File: config.mk
export PLATFORM = sky130hd
export DESIGN_NAME = mem_arbiter
export DESIGN_NICKNAME = d
export VERILOG_FILES = /design/src/rtl/mem_arb_pkg.sv /design/src/rtl/mem_arb_pick.sv /design/src/rtl/mem_arbiter.sv
export SDC_FILE = /design/constraint.sdc
export NUM_CORES = 1
export LEC_CHECK = 0
export ABC_AREA = 1
export CORE_MARGIN = 2
export CORE_UTILIZATION = 45
export DETAILED_ROUTE_END_ITERATION = 10
export PLACE_DENSITY = 0.86
export SLEW_MARGIN = 20
export SYNTH_ARGS = -nofsm -noshare
export SYNTH_HDL_FRONTEND = slang
export SYNTH_SLANG_ARGS = --single-unit
File: constraint.sdc
create_clock -name clk -period 2.4 [get_ports clk]
set_input_delay 0.24 -clock clk [delete_from_list [all_inputs] [get_ports clk]]
set_output_delay 0.24 -clock clk [all_outputs]
set_load 0.05 [all_outputs]
File: src/rtl/mem_arb_pkg.sv
// mem_arb_pkg: shared types and widths for the two-port memory arbiter.
//   state_t   - arbiter FSM states
//   port_t    - requester identity (instruction / data)
//   mem_cmd_t - payload presented on the shared-memory port
package mem_arb_pkg;

    localparam int unsigned ADDR_W = 32;
    localparam int unsigned DATA_W = 32;
    localparam int unsigned WE_W   = 4;

    typedef enum logic [1:0] {
        IDLE   = 2'd0,
        BUSY_I = 2'd1,
        BUSY_D = 2'd2
    } state_t;

    typedef enum logic {
        PORT_I = 1'b0,
        PORT_D = 1'b1
    } port_t;

    typedef struct packed {
        logic [WE_W-1:0]   we;
        logic [ADDR_W-1:0] addr;
        logic [DATA_W-1:0] wdata;
    } mem_cmd_t;

endpackage

File: src/rtl/mem_arb_pick.sv
// mem_arb_pick: combinational winner select between the two requesters.
// Build option: MEM_ARB_ROUND_ROBIN_EN defined -> alternate on contention,
// otherwise the data port always wins a tie.
// Ports:
//   i_elig, d_elig - per-port eligibility for this cycle
//   last_grant     - port granted most recently
//   valid_c        - at least one port is eligible
//   win_c          - selected port (meaningful only when valid_c=1)
module mem_arb_pick
    import mem_arb_pkg::*;
(
    input  logic  i_elig,
    input  logic  d_elig,
    input  port_t last_grant,
    output logic  valid_c,
    output port_t win_c
);

`ifndef MEM_ARB_ROUND_ROBIN_EN
    // Fixed priority never consults the grant history.
    logic unused_last_grant;
    assign unused_last_grant = last_grant;
`endif

    // Winner select: single requester wins outright; ties resolved by build option.
    always_comb begin
        valid_c = i_elig | d_elig;
        win_c   = PORT_D;
        if (i_elig && d_elig) begin
`ifdef MEM_ARB_ROUND_ROBIN_EN
            win_c = (last_grant == PORT_I) ? PORT_D : PORT_I;
`else
            win_c = PORT_D;
`endif
        end else if (i_elig) begin
            win_c = PORT_I;
        end
    end

endmodule

File: src/rtl/mem_arbiter.sv
// mem_arbiter: shares one memory port between an instruction read port and
// a data read/write port. One transaction in flight; all outputs registered.
// Build option: MEM_ARB_ROUND_ROBIN_EN (see mem_arb_pick).
// Ports:
//   clk, rst                      - clock, async active-low reset
//   i_req/i_addr/i_rdata/i_done   - instruction port
//   d_req/d_we/d_addr/d_wdata     - data port request
//   d_rdata/d_done                - data port response
//   m_req/m_we/m_addr/m_wdata     - shared-memory request
//   m_rdata/m_ready               - shared-memory response
module mem_arbiter
    import mem_arb_pkg::*;
(
    input  logic              clk,
    input  logic              rst,
    input  logic              i_req,
    input  logic [ADDR_W-1:0] i_addr,
    output logic [DATA_W-1:0] i_rdata,
    output logic              i_done,
    input  logic              d_req,
    input  logic [WE_W-1:0]   d_we,
    input  logic [ADDR_W-1:0] d_addr,
    input  logic [DATA_W-1:0] d_wdata,
    output logic [DATA_W-1:0] d_rdata,
    output logic              d_done,
    output logic              m_req,
    output logic [WE_W-1:0]   m_we,
    output logic [ADDR_W-1:0] m_addr,
    output logic [DATA_W-1:0] m_wdata,
    input  logic [DATA_W-1:0] m_rdata,
    input  logic              m_ready
);

    state_t      state_q, state_d;
    port_t       last_q, last_d;
    mem_cmd_t    cmd_d;
    logic        m_req_d, i_done_d, d_done_d;
    logic [DATA_W-1:0] i_rdata_d, d_rdata_d;

    logic        i_elig, d_elig, turnaround;
    logic        grant_valid_c;
    port_t       grant_win_c;

    // A requester sees its done pulse while dropping req; mask it from arbitration.
    assign i_elig = i_req & ~i_done;
    assign d_elig = d_req & ~d_done;
    // The done cycle is a turnaround slot: no grant until both done pulses are clear.
    assign turnaround = i_done | d_done;

    mem_arb_pick u_pick (
        .i_elig     (i_elig),
        .d_elig     (d_elig),
        .last_grant (last_q),
        .valid_c    (grant_valid_c),
        .win_c      (grant_win_c)
    );

    // Next-state and next-output logic.
    always_comb begin
        state_d   = state_q;
        last_d    = last_q;
        m_req_d   = m_req;
        cmd_d     = '{we: m_we, addr: m_addr, wdata: m_wdata};
        i_done_d  = 1'b0;
        d_done_d  = 1'b0;
        i_rdata_d = i_rdata;
        d_rdata_d = d_rdata;
        case (state_q)
            IDLE: begin
                if (grant_valid_c && !turnaround) begin
                    m_req_d = 1'b1;
                    last_d  = grant_win_c;
                    if (grant_win_c == PORT_D) begin
                        state_d = BUSY_D;
                        cmd_d   = '{we: d_we, addr: d_addr, wdata: d_wdata};
                    end else begin
                        state_d = BUSY_I;
                        cmd_d   = '{we: '0, addr: i_addr, wdata: '0};
                    end
                end
            end
            BUSY_I: begin
                if (m_ready) begin
                    i_rdata_d = m_rdata;
                    i_done_d  = 1'b1;
                    m_req_d   = 1'b0;
                    state_d   = IDLE;
                end
            end
            BUSY_D: begin
                if (m_ready) begin
                    d_rdata_d = m_rdata;
                    d_done_d  = 1'b1;
                    m_req_d   = 1'b0;
                    state_d   = IDLE;
                end
            end
            default: begin
                state_d = IDLE;
                m_req_d = 1'b0;
            end
        endcase
    end

    // State and output registers.
    always_ff @(posedge clk or negedge rst) begin
        if (!rst) begin
            state_q <= IDLE;
            last_q  <= PORT_I;
            m_req   <= 1'b0;
            m_we    <= '0;
            m_addr  <= '0;
            m_wdata <= '0;
            i_done  <= 1'b0;
            d_done  <= 1'b0;
            i_rdata <= '0;
            d_rdata <= '0;
        end else begin
            state_q <= state_d;
            last_q  <= last_d;
            m_req   <= m_req_d;
            m_we    <= cmd_d.we;
            m_addr  <= cmd_d.addr;
            m_wdata <= cmd_d.wdata;
            i_done  <= i_done_d;
            d_done  <= d_done_d;
            i_rdata <= i_rdata_d;
            d_rdata <= d_rdata_d;
        end
    end

endmodule

* Yosys cells after proc, flatten, opt, wreduce, memory -nomap -nowiden
Index checks and enable logic that the tools add are counted.
** Storage, ports and cells
- Bits in writable memories :: 0
- Input bits :: 137
- Memories :: 0
- Word-level logic and storage cells :: 41
- Register bits :: 137
- Latch bits :: 0
- Memory bits (read-only) :: 0
- Output and inout bits :: 135
** Operators by class
- $lt $le $gt $ge :: 0
- Divide/modulo/power cells :: 0
- Reduce and logical (&&, ||, !) cells :: 9
- Bitwise logic cells :: 6
- Add/sub/neg operators :: 0
- Shift operators :: 0
- Multiply operators :: 0
- Eq/ne operators :: 4
- Multiplexer cells :: 13
** Operators with widths (count)
- two-way mux 68 bit :: 1
- AND reduction 2 bit :: 4
- two-way mux 1 bit :: 7
- two-way mux 2 bit :: 3
- one-hot mux 2 bit (2 select lines) :: 1
- AND 1 bit :: 2
- equality test 2 x 1 -> 1 bit (second input constant) :: 1
- equality test 2 bit (second input constant) :: 1
- logical AND 1 bit :: 2
- zero test 2 bit :: 1
- inequality test 2 x 1 -> 1 bit (second input constant) :: 1
- inequality test 2 bit (second input constant) :: 1
- inverter 1 bit :: 2
- bitwise OR 1 bit :: 2
- one-hot mux 1 bit (2 select lines) :: 1
- OR reduction 2 bit :: 1
- zero test 1 bit :: 1

* Depth between registers and ports, before layout
Gate-level depths: netlist (run 1).
- Word-level depth :: 7
- Mapped depth :: 7
- Gate-level depth less buffers :: 7

* Cells and area by module
From an unflattened synthesis (run 1), not the netlist that was laid out.
** Second synthesis, totals
- Cells, all modules :: 678
- Area total of the unflattened synthesis :: 5761.8 µm²
** By module, submodules not included
- mem_arbiter :: cells an instance 674, instances 1, area each 5746.8 µm², seq. area each 3453.3 µm²
- mem_arb_pick :: cells an instance 4, instances 1, area each 15.0 µm², seq. area each 0.0 µm²

* Least setup slack after synthesis (run 1)
Ideal clock, no wire load.
- Kind :: flip-flop to flip-flop
- Start :: register i_done
- End :: register m_wdata[12]
- Library setup time :: 132 ps
- Arrival :: 1311 ps
- Buffers on the path :: 2
- Slack :: 957 ps
- Data required time :: 2268 ps
- Stages on the path, launching flop included :: 7
- Period minus slack after synthesis :: 1443 ps
- Path through :: dfrtp_1 -> nor2_2 -> nand3_2 -> buf_6 -> buf_6 -> nand2_1 -> o21ai_1
** Between the ends
- Cells in the longest elaborated chain, start to end :: 5
- Elaborated cells on any way between the ends :: 11
- Classes of those cells :: mux: 3; bitwise: 4; reduce/logical: 4
** RTL lines
- from (decl) :: line mem_arbiter.sv:19 : output logic i_done,
- from (signal assigned) :: line mem_arbiter.sv:125 : i_done <= i_done_d;
- inverter 1 bit :: line mem_arbiter.sv:45 : assign i_elig = i_req & ~i_done;
- AND 1 bit :: line mem_arbiter.sv:45
- two-way mux 1 bit (tied with other cells) :: line mem_arb_pick.sv:35 : end else if (i_elig) begin
- two-way mux 1 bit or logical AND 1 bit (tied branches) :: line mem_arb_pick.sv:29, mem_arbiter.sv:70
- two-way mux 68 bit or AND reduction 2 bit (tied branches)
- to (signal assigned) :: line mem_arbiter.sv:124 : m_wdata <= cmd_d.wdata;
- to (decl) :: line mem_arbiter.sv:29 : output logic [DATA_W-1:0] m_wdata,
Parallel ways exist; a longest one is shown, timed or not.
A chain may end at the register's enable or synchronous reset.

* Worst setup path after layout (run 1)
- Start :: register i_done
- End :: output port i_done
No word-level cell between the ends.

==> reports/qor.yml, run 1 <==
floorplanning:
  pin_count: 272
  core_area_um2: 12720
  die_y_um: 118.7
  rows: 41
  start_util_pct: 46.52
  fp.dieW_um: 118.7
  dieArea_um2: 14080
place:
  dpl-instance-area_um2: 8710
  place.gp.congestion: 0.8311
  io_buffers: 271
  dp_cells: 1114
  post-place-ws_ps: 646.3
  place_hpwl_mm: 11.79
final_layout:
  layoutNonFillerInstCount: 1146
  multiInputGateArea_um2: 1844
  finalNetCount: 1102
  fillers: 895
  syn2layout_area_growth_pct: 57.21
  final_area_um2: 9304
  post-route-util_pct: 73.13
  regArea_um2: 3428
  n_antenna_cell: 0
  drive_gt1_share_pct: 5.031
sta:
  hold_ws_ps: 348.1
  finalSetupViolCount: 0
  fin_setup_tns_ps: 0
  worstMarginPinSlew_ps: 600.6
  rsz0062_at_grt: "no"
  max_slew_margin_pct: 59.90
  finClkSkew_ps: 5.710
  min_period_over_period_pct: 79.78
  hold_viol: 0
  slew_viol_final: 0
  fmax_ghz: 0.5223
  worst_slack_ps: 485.3
  post-route-min-period_ps: 1915
detailed_routing:
  viasPerCell: 4.789
  finalWirelength_mm: 16.88
  wl_per_cell_um: 14.73
  drtAntennaViolNets: 0
  drc: 0
  drt_first_pass_iters: 5
  vias: 5488
  drtIter0Drc: 469
clock_network:
  clkSinkCount: 137
  cts_setup_buffers: 0
  clock_latency_ps: 410
  root_buffer: "clkbuf_16"
  cts_buffer_depth: 2
  tritoncts: "built"
  cts_max_level: 4
  path_clk_slew_ps: 60
  cts_buffers: 17
worst_setup_path:
  critPathMaxFanout: 3
  path_cells: "clkdlybuf4s50_1"
  crit_buf_inv: 1
  max_stage_delay_ps: 840
  crit_arrival_ps: 1670
  critPathSlowestCell: "clkdlybuf4s50_1"
  critPathCaptureType: "primary output"
  startpoint_type: "register"
  r2r_cells: 6
  crit_required_ps: 2160
  worst_r2r_startpoint: "state_q[0]$_DFFE_PN0P_"
  critPathKind: "register to primary output"
  crit_family: "buffers and inverters"
  crit_start: "i_done$_DFF_PN0_"
  cp.depth: 1
power:
  fin_total_pwr_mw: 14.84
  ir_worst_vdd_uv: 1083
  leakagePower_nw: 4.620
  p_per_area_nw_per_um2: 1595
synth:
  async_flop_share_pct: 100.0
  synth_edf_count: 0
  synth-seq-cells: 137
  synth_top_area_share_pct: 57.93
  synth_common_cells: "246 x nand2_1, 137 x dfrtp_1, 104 x inv_1"
  synth-seq-area-share_pct: 57.93
  synth_cell_types: 17
  ys_warn_count: 0
  synth_ff_type: "dfrtp_1"
  synthTopCellsByArea: "dfrtp_1 58%, nand2_1 16%, inv_1 6.6%"
  synth_fp_nets: 844
  yosysMostFrequentCell: "nand2_1"
  synth_largest_area_cell: "dfrtp_1"
  syn-cell-area_um2: 5918
  syn-instance-count: 704
  synth.avg_cell_area_um2: 8.407
run_status:
  status: "finished, final reports clean"
global_routing:
  grt_pass1_vias: 5243
  grt_pass1_wl_mm: 26.71
  grt_max_degree: 105
  grt_overflow: 0
  track_usage_pct: 24.08
  antenna_found_initial: 0
worst_hold_path:
  hp-class: "input pin to async pin"
job:
  drv_cap: 0
## kinds of logic (layout without fill, tap and decap cells)
family / count (synthesis) / in the layout / synth area share [%]
fa+ha+maj: 3 / 3 / 0.6343
flops: 137 / 137 / 57.93
simple gates: 317 / 317 / 21.86
buf+inv: 147 / 417 / 11.12
compound gates: 100 / 100 / 8.457
## worst paths after layout
kind                                            to  slack [ps]
max in group asynchronous   d_rdata[2]$_DFFE_PN0P_        1440
min                        d_rdata[22]$_DFFE_PN0P_         350
min in group clk           m_wdata[12]$_DFFE_PN0P_         380
max                                         i_done         490
max reg2reg                 m_addr[16]$_DFFE_PN0P_         760
min reg2reg                      m_req$_DFFE_PN0P_         470
## where the power goes
part,switching [mW],internal [mW],total (mW)
Sequential,0.588,3.38,3.97
Clock,0.999,1.56,2.56
Combinational,5.70,2.61,8.31
## layout by cell type (no fill, tap or decap), types with 17 or more instances in the layout
cell / n
clkbuf_16: 17
inv_1: 104
o21ai_0: 72
nand2_1: 244
nand3_1: 66
dfrtp_1: 137
o21ai_1: 28
clkdlybuf4s50_1: 270
## worst register-to-register path, stage by stage (launching register included)
cell and delay (ps):
dfrtp_1 400, inv_1 90, ha_1 230, nand3_4 110, inv_2 460, nand3_1 190
nand2_1 100
## state kept, by name, indices dropped and copies added (netlist names)
register,flops
d_done,1
d_rdata,32
i_done,1
i_rdata,32
m_addr,32
m_req,1
m_wdata,32
m_we,4
state_q,2
## final cells by class
class                           count  share of cell area [%]
Sequential cell                   137                   36.85
Timing Repair Buffer              280                   30.46
Multi-Input combinational cell    420                   19.82
Clock buffer                       18                   4.720
Inverter                          106                   4.276
Tap cell                          172                   2.313
Clock inverter                     13                   1.560
## metal layers
metal  part of all wire, %  wire length [um]  track usage, %  up-vias
met1                    39              6546           28.65     2541
met3                   9.8              1653           9.508       27
met5                     0                 0               0        -
met2                    49              8288           39.08      252
met4                   2.3               389           9.598        0
li1                      -                 -               -     2668
## repair_timing
action	CTS	global route
hold buffers	1	0
resized for setup	0	0
hold endpoints to repair	45	0
No activity file was read; power rests on OpenSTA's default activity.
==> run 2, diff against run 1 <==
--- a/config.mk
+++ b/config.mk
@@ -7,9 +7,9 @@
 export LEC_CHECK = 0
 export ABC_AREA = 1
 export CORE_MARGIN = 2
-export CORE_UTILIZATION = 45
+export CORE_UTILIZATION = 42
 export DETAILED_ROUTE_END_ITERATION = 10
-export PLACE_DENSITY = 0.86
+export PLACE_DENSITY = 0.81
 export SLEW_MARGIN = 20
 export SYNTH_ARGS = -nofsm -noshare
 export SYNTH_HDL_FRONTEND = slang
==> constraint.sdc (replaced) <==
create_clock -name clk -period 1.8 [get_ports clk]
set_input_delay 0.18 -clock clk [delete_from_list [all_inputs] [get_ports clk]]
set_output_delay 0.18 -clock clk [all_outputs]
set_load 0.05 [all_outputs]
==> run 2 against run 1 <==
Via count rose by 0.73%. Clock power rose by 34%. Wire length rose by 2.0%. Clock-buffer cell count rose by 1. Combinational power rose by 35%. Clock skew rose by 2.9 ps. Utilization fell by 3.9 points. Sequential share of layout area fell by 1.1 points.
==> reports/qor.yml, run 2 (synthesized netlist as in run 1, its figures left out) <==
detailed_routing:
  finalWirelength_mm: 17.22
  drtAntennaViolNets: 0
  vias: 5528
  viasPerCell: 4.749
  drt_first_pass_iters: 5
  wl_per_cell_um: 14.79
  drtIter0Drc: 323
  drc: 0
global_routing:
  antenna_found_initial: 0
  grt_pass1_vias: 5309
  track_usage_pct: 22.75
  grt_max_degree: 71
  grt_overflow: 0
  grt_pass1_wl_mm: 26.36
clock_network:
  clock_latency_ps: 410
  cts_buffer_depth: 2
  clkSinkCount: 137
  tritoncts: "built"
  path_clk_slew_ps: 60
  cts_max_level: 4
  cts_buffers: 17
  cts_setup_buffers: 0
  root_buffer: "clkbuf_16"
power:
  p_per_area_nw_per_um2: 2075
  ir_worst_vdd_uv: 1334
  leakagePower_nw: 5.616
floorplanning:
  rows: 43
  start_util_pct: 42.80
  pin_count: 272
  dieArea_um2: 15060
  die_y_um: 122.7
  fp.dieW_um: 122.7
  core_area_um2: 13830
job:
  drv_cap: 0
sta:
  finClkSkew_ps: 8.579
  slew_viol_final: 0
  fmax_ghz: 0.5639
  max_slew_margin_pct: 62.13
  worst_slack_ps: 26.78
  post-route-min-period_ps: 1773
  worstMarginPinSlew_ps: 566.3
  hold_viol: 0
  min_period_over_period_pct: 98.51
  finalSetupViolCount: 0
run_status:
  status: "finished, final reports clean"
worst_setup_path:
  critPathMaxFanout: 2
  critPathSlowestCell: "clkdlybuf4s50_1"
  crit_buf_inv: 1
  max_stage_delay_ps: 850
  crit_family: "buffers and inverters"
  crit_arrival_ps: 1590
  crit_required_ps: 1620
  startpoint_type: "register"
  path_cells: "clkdlybuf4s50_1"
  critPathKind: "register to primary output"
  critPathCaptureType: "primary output"
place:
  post-place-ws_ps: 190.6
  io_buffers: 271
  place_hpwl_mm: 11.98
  place.gp.congestion: 0.8304
  dpl-instance-area_um2: 8817
worst_hold_path:
  hp-class: "input pin to async pin"
final_layout:
  drive_gt1_share_pct: 6.199
  fillers: 1069
  final_common_cell: "nand2_1"
  n_antenna_cell: 0
  syn2layout_area_growth_pct: 61.84
  most-common-layout-cells: "244 x nand2_1, 181 x clkdlybuf4s50_1, 137 x dfrtp_1"
  final_area_um2: 9578
  finalNetCount: 1111
-- run 2: cell count changes in the layout (fill, tap and decap cells not counted), moves of 3 or more --
cell	change
buf_12	+3
clkdlybuf4s50_1	-89
buf_4	+9
dlymetal6s2s_1	+72
dlygate4sd2_1	+14
-- run 2: stage by stage --
stage	hold slack (ps)	util [%]	total power, mW	cells	setup TNS (ps)
2_1_floorplan	-115.6	-	12.74	704	0
6_report	284.5	69.27	19.87	1164	0
3_5_place_dp	176.2	63.77	16.66	1131	0
4_1_cts	290.9	67.97	20.09	1164	0
3_3_place_gp	173.0	63.77	16.47	1131	0
5_1_grt	297.6	69.27	20.95	1164	-7.592
-- run 2: timing repair --
item | CTS | global route
gates resized for setup | 14 | 72
setup endpoints to repair | 14 | 72
hold buffers | 1 | 0
hold endpoints to repair | 46 | 0
-- run 2: final timing paths --
path	startpoint	cells past startpoint	slack, ps	endpoint
max in group asynchronous	rst	3	940	i_rdata[2]$_DFFE_PN0P_
setup / recovery	m_addr[30]$_DFFE_PN0P_	1	30	m_addr[30]
hold reg to reg	m_req$_DFFE_PN0P_	2	470	m_req$_DFFE_PN0P_
setup reg to reg	state_q[0]$_DFFE_PN0P_	7	270	state_q[1]$_DFFE_PN0P_
min in group clk	d_wdata[21]	3	310	m_wdata[21]$_DFFE_PN0P_
hold / removal	rst	2	280	d_rdata[22]$_DFFE_PN0P_
-- run 2: cell type report --
class	instances	area [um^2]	area share, %
multi-input combinational	420	1844	19.26
inverter	106	397.9	4.154
timing repair buffer	289	3094	32.31
sequential	137	3428	35.79
clock buffer	19	442.9	4.624
clock inverter	13	145.1	1.515
tap	180	225.2	2.351
-- run 2: report_power, final --
| group | internal (mW) | total (mW) | switching (mW) |
|---|---|---|---|
| Combinational | 3.46 | 11.2 | 7.70 |
| Clock | 2.09 | 3.44 | 1.36 |
| Sequential | 4.51 | 5.27 | 0.762 |
| Total | 10.1 | 19.9 | 9.82 |
-- run 2: layer usage --
layer | part of all wire [%] | GRT usage [%] | vias up
met4 | 2.5 | 9.052 | 0
met1 | 39 | 26.26 | 2562
li1 | - | - | 2699
met5 | 0 | 0 | -
met3 | 11 | 9.944 | 32
met2 | 48 | 37.12 | 235
